`config.mk`:
```
export PLATFORM = sky130hd
export DESIGN_NAME = udp_echo_responder
export DESIGN_NICKNAME = d
export VERILOG_FILES = /design/src/rtl/udp_echo_pkg.sv /design/src/rtl/udp_echo_fifo.sv /design/src/rtl/udp_echo_responder.sv
export SDC_FILE = /design/constraint.sdc
export NUM_CORES = 2
export LEC_CHECK = 0
export CORE_MARGIN = 4
export CORE_UTILIZATION = 25
export CTS_CLUSTER_SIZE = 25
export DETAILED_ROUTE_END_ITERATION = 7
export PLACE_DENSITY = 0.42
export SYNTH_ARGS = -nofsm -noshare
export SYNTH_HDL_FRONTEND = slang
export SYNTH_SLANG_ARGS = --single-unit
export TNS_END_PERCENT = 100
```
`constraint.sdc`:
```
create_clock -name piSHL_156_25Clk -period 4.85 [get_ports piSHL_156_25Clk]
set_input_delay 0.7275 -clock piSHL_156_25Clk [delete_from_list [all_inputs] [get_ports piSHL_156_25Clk]]
set_output_delay 0.7275 -clock piSHL_156_25Clk [all_outputs]
set_load 0.02 [all_outputs]
```
`src/rtl/udp_echo_pkg.sv`:
```
// -----------------------------------------------------------------------------
// udp_echo_pkg
// Shared definitions for the UDP echo responder:
//   - bit layout of the 80-bit NRC UDP meta word (same in both directions)
//   - the responder FSM state type
//   - the payload FIFO entry type (64-bit data, 8-bit keep, last flag)
//   - buildEchoMeta(): turns an inbound meta into the outbound reply meta
// -----------------------------------------------------------------------------
package udp_echo_pkg;

    localparam int META_W       = 80;
    localparam int META_USED_W  = 64;   // bits above this are reserved
    localparam int RANK_W       = 8;
    localparam int PORT_W       = 16;
    localparam int LEN_W        = 16;

    localparam int DST_RANK_LSB = 0;
    localparam int DST_PORT_LSB = 8;
    localparam int SRC_RANK_LSB = 24;
    localparam int SRC_PORT_LSB = 32;
    localparam int LEN_LSB      = 48;

    localparam int DATA_W       = 64;
    localparam int KEEP_W       = 8;

    typedef enum logic [1:0] {
        S_IDLE = 2'd0,
        S_META = 2'd1,
        S_DATA = 2'd2
    } state_t;

    typedef struct packed {
        logic [DATA_W-1:0] data;
        logic [KEEP_W-1:0] keep;
        logic              last;
    } fifo_entry_t;

    // Reply goes back to whoever sent the datagram: source and destination
    // swap, our own rank becomes the source rank, length is passed through
    // and the reserved upper bits stay zero.
    function automatic logic [META_W-1:0] buildEchoMeta(
        input logic [META_USED_W-1:0] inMeta,
        input logic [RANK_W-1:0]      ownRank
    );
        logic [META_W-1:0] m;
        m = '0;
        m[DST_RANK_LSB +: RANK_W] = inMeta[SRC_RANK_LSB +: RANK_W];
        m[DST_PORT_LSB +: PORT_W] = inMeta[SRC_PORT_LSB +: PORT_W];
        m[SRC_RANK_LSB +: RANK_W] = ownRank;
        m[SRC_PORT_LSB +: PORT_W] = inMeta[DST_PORT_LSB +: PORT_W];
        m[LEN_LSB      +: LEN_W]  = inMeta[LEN_LSB      +: LEN_W];
        return m;
    endfunction

endpackage

```
`src/rtl/udp_echo_fifo.sv`:
```
// -----------------------------------------------------------------------------
// udp_echo_fifo
// Synchronous first-word-fall-through FIFO for payload beats.
//   clk, rst_n   : clock, asynchronous active-low reset (pointers/count only)
//   pushEn       : write pushEntry (ignored while full)
//   popEn        : advance read pointer (ignored while empty)
//   popEntry     : entry at the head, valid whenever empty=0
//   full, empty  : status flags derived from the occupancy count
//   count        : occupancy, $clog2(DEPTH)+1 bits
// DEPTH must be a power of two so the pointers wrap on their own.
// -----------------------------------------------------------------------------
module udp_echo_fifo
    import udp_echo_pkg::*;
#(
    parameter int DEPTH = 16
) (
    input  logic                     clk,
    input  logic                     rst_n,
    input  logic                     pushEn,
    input  fifo_entry_t              pushEntry,
    input  logic                     popEn,
    output fifo_entry_t              popEntry,
    output logic                     full,
    output logic                     empty,
    output logic [$clog2(DEPTH):0]   count
);

    localparam int AW = $clog2(DEPTH);
    localparam logic [AW:0] FULL_CNT = DEPTH[AW:0];

    fifo_entry_t   mem [DEPTH];
    logic [AW-1:0] wrPtr;
    logic [AW-1:0] rdPtr;
    logic          doPush;
    logic          doPop;

    assign full     = (count == FULL_CNT);
    assign empty    = (count == '0);
    assign doPush   = pushEn & ~full;
    assign doPop    = popEn & ~empty;
    assign popEntry = mem[rdPtr];

    // Storage is not reset: contents are only ever read behind the count.
    always_ff @(posedge clk) begin
        if (doPush) begin
            mem[wrPtr] <= pushEntry;
        end
    end

    always_ff @(posedge clk or negedge rst_n) begin
        if (!rst_n) begin
            wrPtr <= '0;
            rdPtr <= '0;
            count <= '0;
        end else begin
            if (doPush) begin
                wrPtr <= wrPtr + 1'b1;
            end
            if (doPop) begin
                rdPtr <= rdPtr + 1'b1;
            end
            case ({doPush, doPop})
                2'b10:   count <= count + 1'b1;
                2'b01:   count <= count - 1'b1;
                default: count <= count;
            endcase
        end
    end

endmodule

```
`src/rtl/udp_echo_responder.sv`:
```
// -----------------------------------------------------------------------------
// udp_echo_responder
// Accepts one UDP datagram (meta word + payload beats) from NRC and sends it
// straight back to its sender with a rewritten meta header. Payload is
// buffered in a FIFO so RX is not stalled by TX back-pressure until full.
//
// Ports:
//   piSHL_156_25Clk / piSHL_156_25Rst_n : clock, async active-low reset
//   piMMIO_Ly7_En                       : when low no new datagram starts
//   piFMC_ROLE_rank                     : own rank, [7:0] used
//   siNRC_Role_Udp_Meta_*               : RX meta stream (80-bit)
//   siNRC_Udp_Data_*                    : RX payload stream (64-bit)
//   soROLE_Nrc_Udp_Meta_*               : TX meta stream (80-bit)
//   soNRC_Udp_Data_*                    : TX payload stream (64-bit)
//   poROL_Nrc_Udp_Rx_ports              : open-port vector (RX_PORT_MASK)
//   poDbg_State                         : current FSM state
//   poEcho_Stats                        : {rx, tx} datagram counters, only
//                                         when UDP_ECHO_STATS_EN is defined
//
// Handshake: every stream transfers a word on a clock edge where VALID and
// READY are both high; a source holds VALID and its payload stable until
// that edge, and READY may depend on the sink's state only.
// -----------------------------------------------------------------------------
module udp_echo_responder
    import udp_echo_pkg::*;
#(
    parameter int          FIFO_DEPTH   = 16,
    parameter logic [31:0] RX_PORT_MASK = 32'h0000_0001
) (
    input  logic        piSHL_156_25Clk,
    input  logic        piSHL_156_25Rst_n,
    input  logic        piMMIO_Ly7_En,
    input  logic [31:0] piFMC_ROLE_rank,

    input  logic [79:0] siNRC_Role_Udp_Meta_TDATA,
    input  logic        siNRC_Role_Udp_Meta_TVALID,
    output logic        siNRC_Role_Udp_Meta_TREADY,
    input  logic [9:0]  siNRC_Role_Udp_Meta_TKEEP,
    input  logic        siNRC_Role_Udp_Meta_TLAST,

    input  logic [63:0] siNRC_Udp_Data_tdata,
    input  logic [7:0]  siNRC_Udp_Data_tkeep,
    input  logic        siNRC_Udp_Data_tvalid,
    input  logic        siNRC_Udp_Data_tlast,
    output logic        siNRC_Udp_Data_tready,

    output logic [79:0] soROLE_Nrc_Udp_Meta_TDATA,
    output logic        soROLE_Nrc_Udp_Meta_TVALID,
    input  logic        soROLE_Nrc_Udp_Meta_TREADY,
    output logic [9:0]  soROLE_Nrc_Udp_Meta_TKEEP,
    output logic        soROLE_Nrc_Udp_Meta_TLAST,

    output logic [63:0] soNRC_Udp_Data_tdata,
    output logic [7:0]  soNRC_Udp_Data_tkeep,
    output logic        soNRC_Udp_Data_tvalid,
    output logic        soNRC_Udp_Data_tlast,
    input  logic        soNRC_Udp_Data_tready,

    output logic [31:0] poROL_Nrc_Udp_Rx_ports,
    output logic [1:0]  poDbg_State
`ifdef UDP_ECHO_STATS_EN
    ,
    output logic [31:0] poEcho_Stats
`endif
);

    localparam int CW = $clog2(FIFO_DEPTH) + 1;

    // ---------------------------------------------------------------- state
    state_t          state;
    logic            runEn;       // low while in reset, keeps READYs at 0
    logic            rxBusy;      // meta taken, payload still arriving
    logic            metaHs;      // RX meta handshake happened last cycle
    logic [63:0]     rxMeta;

    logic            txMetaValid;
    logic [79:0]     txMetaData;
    logic [9:0]      txMetaKeep;
    logic            txMetaLast;

    logic            txValid;
    fifo_entry_t     txBeat;
    logic            lastLoaded;  // tlast beat already sits in txBeat

    // ------------------------------------------------------------- handshakes
    logic            metaReady;
    logic            dataReady;
    logic            rxMetaHs;
    logic            rxDataHs;
    logic            txMetaHs;
    logic            txDataHs;
    logic            popEn;

    fifo_entry_t     pushEntry;
    fifo_entry_t     fifoHead;
    logic            fifoFull;
    logic            fifoEmpty;
    logic [CW-1:0]   fifoCount;
    logic            unusedBits;

    assign metaReady = runEn & (state == S_IDLE) & piMMIO_Ly7_En & ~rxBusy;
    assign dataReady = rxBusy & ~fifoFull;
    assign rxMetaHs  = siNRC_Role_Udp_Meta_TVALID & metaReady;
    assign rxDataHs  = siNRC_Udp_Data_tvalid & dataReady;
    assign txMetaHs  = txMetaValid & soROLE_Nrc_Udp_Meta_TREADY;
    assign txDataHs  = txValid & soNRC_Udp_Data_tready;

    // Refill the output register when it is empty or being drained, but never
    // past the tlast beat of the current datagram.
    assign popEn = (state == S_DATA) & ~fifoEmpty & ~lastLoaded &
                   (~txValid | soNRC_Udp_Data_tready);

    assign pushEntry = '{data: siNRC_Udp_Data_tdata,
                         keep: siNRC_Udp_Data_tkeep,
                         last: siNRC_Udp_Data_tlast};

    // Input meta TKEEP/TLAST, reserved meta bits and upper rank bits carry no
    // information for this block.
    assign unusedBits = ^{siNRC_Role_Udp_Meta_TDATA[79:64],
                          siNRC_Role_Udp_Meta_TKEEP,
                          siNRC_Role_Udp_Meta_TLAST,
                          piFMC_ROLE_rank[31:8],
                          fifoCount};

    // ---------------------------------------------------------------- RX side
    always_ff @(posedge piSHL_156_25Clk or negedge piSHL_156_25Rst_n) begin
        if (!piSHL_156_25Rst_n) begin
            runEn  <= 1'b0;
            rxBusy <= 1'b0;
            metaHs <= 1'b0;
            rxMeta <= '0;
        end else begin
            runEn  <= 1'b1;
            metaHs <= rxMetaHs;
            if (rxMetaHs) begin
                rxMeta <= siNRC_Role_Udp_Meta_TDATA[63:0];
                rxBusy <= 1'b1;
            end else if (rxDataHs && siNRC_Udp_Data_tlast) begin
                rxBusy <= 1'b0;
            end
        end
    end

    udp_echo_fifo #(
        .DEPTH (FIFO_DEPTH)
    ) u_fifo (
        .clk       (piSHL_156_25Clk),
        .rst_n     (piSHL_156_25Rst_n),
        .pushEn    (rxDataHs),
        .pushEntry (pushEntry),
        .popEn     (popEn),
        .popEntry  (fifoHead),
        .full      (fifoFull),
        .empty     (fifoEmpty),
        .count     (fifoCount)
    );

    // ---------------------------------------------------------------- TX FSM
    always_ff @(posedge piSHL_156_25Clk or negedge piSHL_156_25Rst_n) begin
        if (!piSHL_156_25Rst_n) begin
            state       <= S_IDLE;
            txMetaValid <= 1'b0;
            txMetaData  <= '0;
            txMetaKeep  <= '0;
            txMetaLast  <= 1'b0;
            txValid     <= 1'b0;
            txBeat      <= '0;
            lastLoaded  <= 1'b0;
        end else begin
            case (state)
                S_IDLE: begin
                    if (metaHs) begin
                        state       <= S_META;
                        txMetaValid <= 1'b1;
                        txMetaData  <= buildEchoMeta(rxMeta, piFMC_ROLE_rank[7:0]);
                        txMetaKeep  <= 10'h3FF;
                        txMetaLast  <= 1'b1;
                    end
                end
                S_META: begin
                    if (txMetaHs) begin
                        state       <= S_DATA;
                        txMetaValid <= 1'b0;
                        txMetaKeep  <= '0;
                        txMetaLast  <= 1'b0;
                    end
                end
                S_DATA: begin
                    if (popEn) begin
                        txValid    <= 1'b1;
                        txBeat     <= fifoHead;
                        lastLoaded <= fifoHead.last;
                    end else if (txDataHs) begin
                        txValid <= 1'b0;
                    end
                    if (txDataHs && txBeat.last) begin
                        state      <= S_IDLE;
                        lastLoaded <= 1'b0;
                    end
                end
                default: begin
                    state <= S_IDLE;
                end
            endcase
        end
    end

    // ---------------------------------------------------------------- outputs
    assign siNRC_Role_Udp_Meta_TREADY = metaReady;
    assign siNRC_Udp_Data_tready      = dataReady;

    assign soROLE_Nrc_Udp_Meta_TDATA  = txMetaData;
    assign soROLE_Nrc_Udp_Meta_TVALID = txMetaValid;
    assign soROLE_Nrc_Udp_Meta_TKEEP  = txMetaKeep;
    assign soROLE_Nrc_Udp_Meta_TLAST  = txMetaLast;

    assign soNRC_Udp_Data_tdata       = txBeat.data;
    assign soNRC_Udp_Data_tkeep       = txBeat.keep;
    assign soNRC_Udp_Data_tlast       = txBeat.last;
    assign soNRC_Udp_Data_tvalid      = txValid;

    assign poROL_Nrc_Udp_Rx_ports     = RX_PORT_MASK;
    assign poDbg_State                = state;

`ifdef UDP_ECHO_STATS_EN
    logic [15:0] rxDgramCnt;
    logic [15:0] txDgramCnt;

    always_ff @(posedge piSHL_156_25Clk or negedge piSHL_156_25Rst_n) begin
        if (!piSHL_156_25Rst_n) begin
            rxDgramCnt <= '0;
            txDgramCnt <= '0;
        end else begin
            if (rxDataHs && siNRC_Udp_Data_tlast) begin
                rxDgramCnt <= rxDgramCnt + 16'd1;
            end
            if (txDataHs && txBeat.last) begin
                txDgramCnt <= txDgramCnt + 16'd1;
            end
        end
    end

    assign poEcho_Stats = {rxDgramCnt, txDgramCnt};
`endif

endmodule

```
==> impl_metrics.sql <==
INSERT INTO impl_metrics (metric_group, metric, value, unit) VALUES
('timing', 'max-slew-margin-rel', '25.2', '%'),
('timing', 'timing.fmax', '295', 'MHz'),
('setup_path', 'critPathCaptureType', 'flip-flop', ''),
('power_and_ir_drop', 'power.density_cell_area', '572', 'nW/um^2'),
('status', 'status', 'finished clean', ''),
('routing', 'detail_route.wirelength', '140000', 'um'),
('synth', 'synth.yosys.warnings', '0', ''),
('global_routing', 'global_route_total_usage_across_every_layer', '12.7', '%'),
('min_path', 'hold_class', 'flip-flop to flip-flop', ''),
('power_and_ir_drop', 'ir_drop', '0.409', 'mV'),
('timing', 'final_critical_path_setup_slack', '1460', 'ps'),
('timing', 'period_minus_slack', '3390', 'ps'),
('timing', 'transition_time_at_the_pin_with_the_least_slew_margin', '1120', 'ps'),
('setup_path', 'sort_of_element_at_the_start_of_the_critical_path', 'flip-flop', ''),
('die', 'die_width', '466', 'um'),
('timing', 'final_tns_setup', '0', 'ps'),
('die', 'floorplan.rows', '167', ''),
('cells_and_area', 'layout.area.seq', '40400', 'sq um'),
('placed_design', 'port_buffers', '297', ''),
('setup_path', 'critical_path_required', '5480', 'ps'),
('global_routing', 'grt_pass1_vias', '27300', ''),
('placed_design', 'dp_hpwl', '79600', 'um'),
('cells_and_area', 'fillers', '20000', ''),
('placed_design', 'dpl-instance-area', '59100', 'sq um'),
('clock_tree', 'worst_setup_hold_path_clk_slew', '60', 'ps'),
('synth', 'synth_cells', '2394', ''),
('timing', 'worst_clock_skew', '30.1', 'ps'),
('clock_tree', 'tritoncts_clock_tree', 'done', ''),
('routing', 'dr.first_iter.drc_count', '1749', ''),
('timing', 'endpoints_failing_hold', '0', ''),
('placed_design', 'placement.setup.worst_slack', '988', 'ps'),
('clock_tree', 'cts_inserted_buffers', '152', ''),
('global_routing', 'gr-total-overflow', '0', ''),
('routing', 'wl_per_cell', '24.5', 'um'),
('cells_and_area', 'finish.instance_area', '64200', 'sq um'),
('placed_design', 'place.gp.congestion', '0.760', ''),
('setup_path', 'path_max_fanout', '128', ''),
('timing', 'final.period_utilization', '69.9', '%'),
('timing', 'report.final.setup_viol', '0', ''),
('routing', 'route.detailed.drc', '0', ''),
('clock_tree', 'worstSkewPairLatency', '780', 'ps'),
('die', 'die-height', '466', 'um'),
('cells_and_area', 'area_growth_syn_to_layout', '22.3', '%'),
('synth', 'postSynth.asyncResetShare', '15.5', '%'),
('clock_tree', 'clock_sink_count', '1382', ''),
('clock_tree', 'cts.root.buffer_cell', 'sky130_fd_sc_hd__clkbuf_16', ''),
('routing', 'via_per_inst', '4.39', ''),
('synth', 'per_instance_average_area_after_synthesis', '21.9', 'sq um'),
('die', 'dieArea', '217000', 'sq um'),
('synth', 'synth_ff_type', 'sky130_fd_sc_hd__edfxtp_1', ''),
('min_path', 'timing.hold.worst_path_depth', '2', ''),
('synth', 'synth_enable_flop_cells', '1168', ''),
('synth', 'synth.cell_area', '52500', 'sq um'),
('cells_and_area', 'final_net_count', '2990', ''),
('placed_design', 'placed_cells_incl_taps', '5411', ''),
('setup_path', 'ff2ff_setup_slack', '1460', 'ps'),
('clock_tree', 'buffer_levels_on_the_longest_clock_path', '3', ''),
('global_routing', 'grt_antenna_before_repair', '26', ''),
('synth', 'synth.yosys.seq_area_share', '77.0', '%'),
('cells_and_area', 'multi_input_area', '11200', 'sq um'),
('routing', 'antenna_violating_nets_post_route', '0', ''),
('die', 'initial_core_util', '25.2', '%'),
('die', 'core-area', '208000', 'sq um'),
('routing', 'drt_first_pass_iters', '7', ''),
('routing', 'vias', '25000', ''),
('cells_and_area', 'share_of_layout_cells_above_drive_strength_1', '26.8', '%'),
('synth', 'ys_ff_latch', '1382', ''),
('clock_tree', 'htree_levels', '4', ''),
('synth', 'synth.lib_cells_used.distinct', '47', ''),
('global_routing', 'grt_first_pass_wirelength', '201000', 'um'),
('timing', 'grt_setup_unrepaired', 'no', ''),
('cells_and_area', 'final-instance-count-excl-fill', '5702', ''),
('timing', 'drv_slew', '0', ''),
('die', 'top_level_ports', '405', ''),
('power_and_ir_drop', 'leakage', '20.9', 'nW'),
('setup_path', 'r2r.worst_path.cells', '9', ''),
('clock_tree', 'cts_resized', '0', ''),
('global_routing', 'grt_start_max_net_pins', '129', ''),
('run', 'drv_cap', '0', ''),
('setup_path', 'data_arrival_critical_path', '4020', 'ps'),
('setup_path', 'critPathKind', 'flip-flop to flip-flop', '');
-- routing by layer --
metal / routed length, um / part of all wire, % / track usage (%) / vias up
li1: - / - / - / 10600
met1: 61700 / 44 / 16.9 / 13600
met2: 67100 / 48 / 20.8 / 642
met3: 8430 / 6.0 / 3.30 / 197
met4: 2490 / 1.8 / 2.95 / 20
met5: 134 / 0.096 / 0 / -
-- cells in the final DEF (no fill, tap or decap), types with 9 or more instances in the layout --
cell and instances:
sky130_fd_sc_hd__conb_1 49, sky130_fd_sc_hd__mux2_2 122, sky130_fd_sc_hd__mux2i_1 72, sky130_fd_sc_hd__o21ai_0 9, sky130_fd_sc_hd__o22ai_1 72, sky130_fd_sc_hd__inv_1 9, sky130_fd_sc_hd__clkinv_1 16, sky130_fd_sc_hd__and2_4 16
sky130_fd_sc_hd__mux4_2 293, sky130_fd_sc_hd__clkbuf_16 154, sky130_fd_sc_hd__ha_1 9, sky130_fd_sc_hd__a221oi_1 47, sky130_fd_sc_hd__dfrtp_1 211, sky130_fd_sc_hd__clkdlybuf4s50_1 296, sky130_fd_sc_hd__a221oi_2 25, sky130_fd_sc_hd__diode_2 9
sky130_fd_sc_hd__clkinv_2 26, sky130_fd_sc_hd__bufinv_16 12, sky130_fd_sc_hd__buf_4 42, sky130_fd_sc_hd__nor2_1 79, sky130_fd_sc_hd__clkbuf_8 20, sky130_fd_sc_hd__edfxtp_1 1168, sky130_fd_sc_hd__nand2_1 12, sky130_fd_sc_hd__clkbuf_1 31
sky130_fd_sc_hd__buf_12 33
-- power breakdown --
| group | internal, mW | leakage, nW | switching, mW |
|---|---|---|---|
| Clock | 6.82 | 2.47 | 4.76 |
| Sequential | 14.2 | 13.0 | 0.927 |
| Combinational | 4.75 | 5.37 | 5.24 |
-- cell usage after synthesis, types with 5 or more instances --
cell	number	area, sq um
sky130_fd_sc_hd__a221oi_1	47	412
sky130_fd_sc_hd__dfrtp_1	214	5360
sky130_fd_sc_hd__nand2_1	14	52.6
sky130_fd_sc_hd__buf_4	67	503
sky130_fd_sc_hd__edfxtp_1	1168	35100
sky130_fd_sc_hd__xnor2_1	7	61.3
sky130_fd_sc_hd__buf_6	5	56.3
sky130_fd_sc_hd__a21oi_1	5	25.0
sky130_fd_sc_hd__mux4_2	293	6600
sky130_fd_sc_hd__o21ai_0	9	45.0
sky130_fd_sc_hd__clkbuf_1	34	128
sky130_fd_sc_hd__mux2_2	122	1370
sky130_fd_sc_hd__buf_2	80	400
sky130_fd_sc_hd__mux2i_1	72	721
sky130_fd_sc_hd__nor2_1	79	297
sky130_fd_sc_hd__ha_1	9	113
sky130_fd_sc_hd__a221oi_2	25	375
sky130_fd_sc_hd__inv_1	9	33.8
sky130_fd_sc_hd__and2_1	17	106
sky130_fd_sc_hd__o22ai_1	72	450
-- state kept, by name (all words and copies together), names as in the netlist --
name and cells:
lastLoaded 1, metaHs 1, poDbg_State 2, runEn 1
rxBusy 1, rxMeta 56, soNRC_Udp_Data_tdata 64, soNRC_Udp_Data_tkeep 8
soNRC_Udp_Data_tlast 1, soNRC_Udp_Data_tvalid 1, soROLE_Nrc_Udp_Meta_TDATA 64, soROLE_Nrc_Udp_Meta_TKEEP 1
u_fifo.count 5, u_fifo.mem 1168, u_fifo.rdPtr 4, u_fifo.wrPtr 4
-- cell type report --
class / instances / area share (%)
Clock buffer: 205 / 6.61
Sequential cell: 1382 / 63.0
Tap cell: 2788 / 5.43
Multi-Input combinational cell: 858 / 17.4
Inverter: 11 / 0.0760
Clock inverter: 76 / 1.28
Antenna cell: 9 / 0.0351
Timing Repair Buffer: 373 / 6.18
-- critical path, stage by stage, from the launching register on --
cell and delay [ps]:
sky130_fd_sc_hd__dfrtp_1 490, sky130_fd_sc_hd__or3b_1 430, sky130_fd_sc_hd__a211o_2 430, sky130_fd_sc_hd__inv_8 200
sky130_fd_sc_hd__buf_12 560, sky130_fd_sc_hd__ha_1 470, sky130_fd_sc_hd__nor3b_1 280, sky130_fd_sc_hd__o21ai_0 160
sky130_fd_sc_hd__o41ai_1 100, sky130_fd_sc_hd__nor4b_1 100
-- cell families (layout without fill, tap and decap cells) --
group | Yosys count | count (layout) | synth area share, %
flops | 1382 | 1382 | 77.0
mux | 487 | 487 | 16.6
buf+inv | 201 | 665 | 2.18
compound gates | 167 | 167 | 2.64
simple gates | 136 | 136 | 1.21
xor+xnor | 10 | 10 | 0.167
fa+ha+maj | 9 | 9 | 0.215
other cells | 2 | 58 | 0.0143
-- path summary, 6_finish.rpt --
kind,startpoint,end
min reg2reg,lastLoaded$_DFFE_PN0P_,lastLoaded$_DFFE_PN0P_
min in group asynchronous,piSHL_156_25Rst_n,soROLE_Nrc_Udp_Meta_TDATA[50]$_DFFE_PN0P_
min,lastLoaded$_DFFE_PN0P_,lastLoaded$_DFFE_PN0P_
max reg2reg,poDbg_State[0]$_DFFE_PN0P_,u_fifo.count[4]$_DFFE_PN0P_
max,poDbg_State[0]$_DFFE_PN0P_,u_fifo.count[4]$_DFFE_PN0P_
max in group asynchronous,piSHL_156_25Rst_n,soNRC_Udp_Data_tdata[48]$_DFFE_PN0P_
-- through the flow --
stage	hold slack [ps]	power, mW	util [%]
final	494	36.7	30.9
after global routing	509	38.6	30.9
after CTS	475	37.5	30.9
after detailed placement	482	25.7	28.4
after global placement	478	25.5	28.4
after floorplan	432	21.7	-
-- repair_timing --
item | 4_1_cts | 5_1_grt
hold endpoints to repair | 30 | 0
buffers inserted | 0 | 0
hold buffers | 1 | 0
No activity file was read; power rests on OpenSTA's default activity.
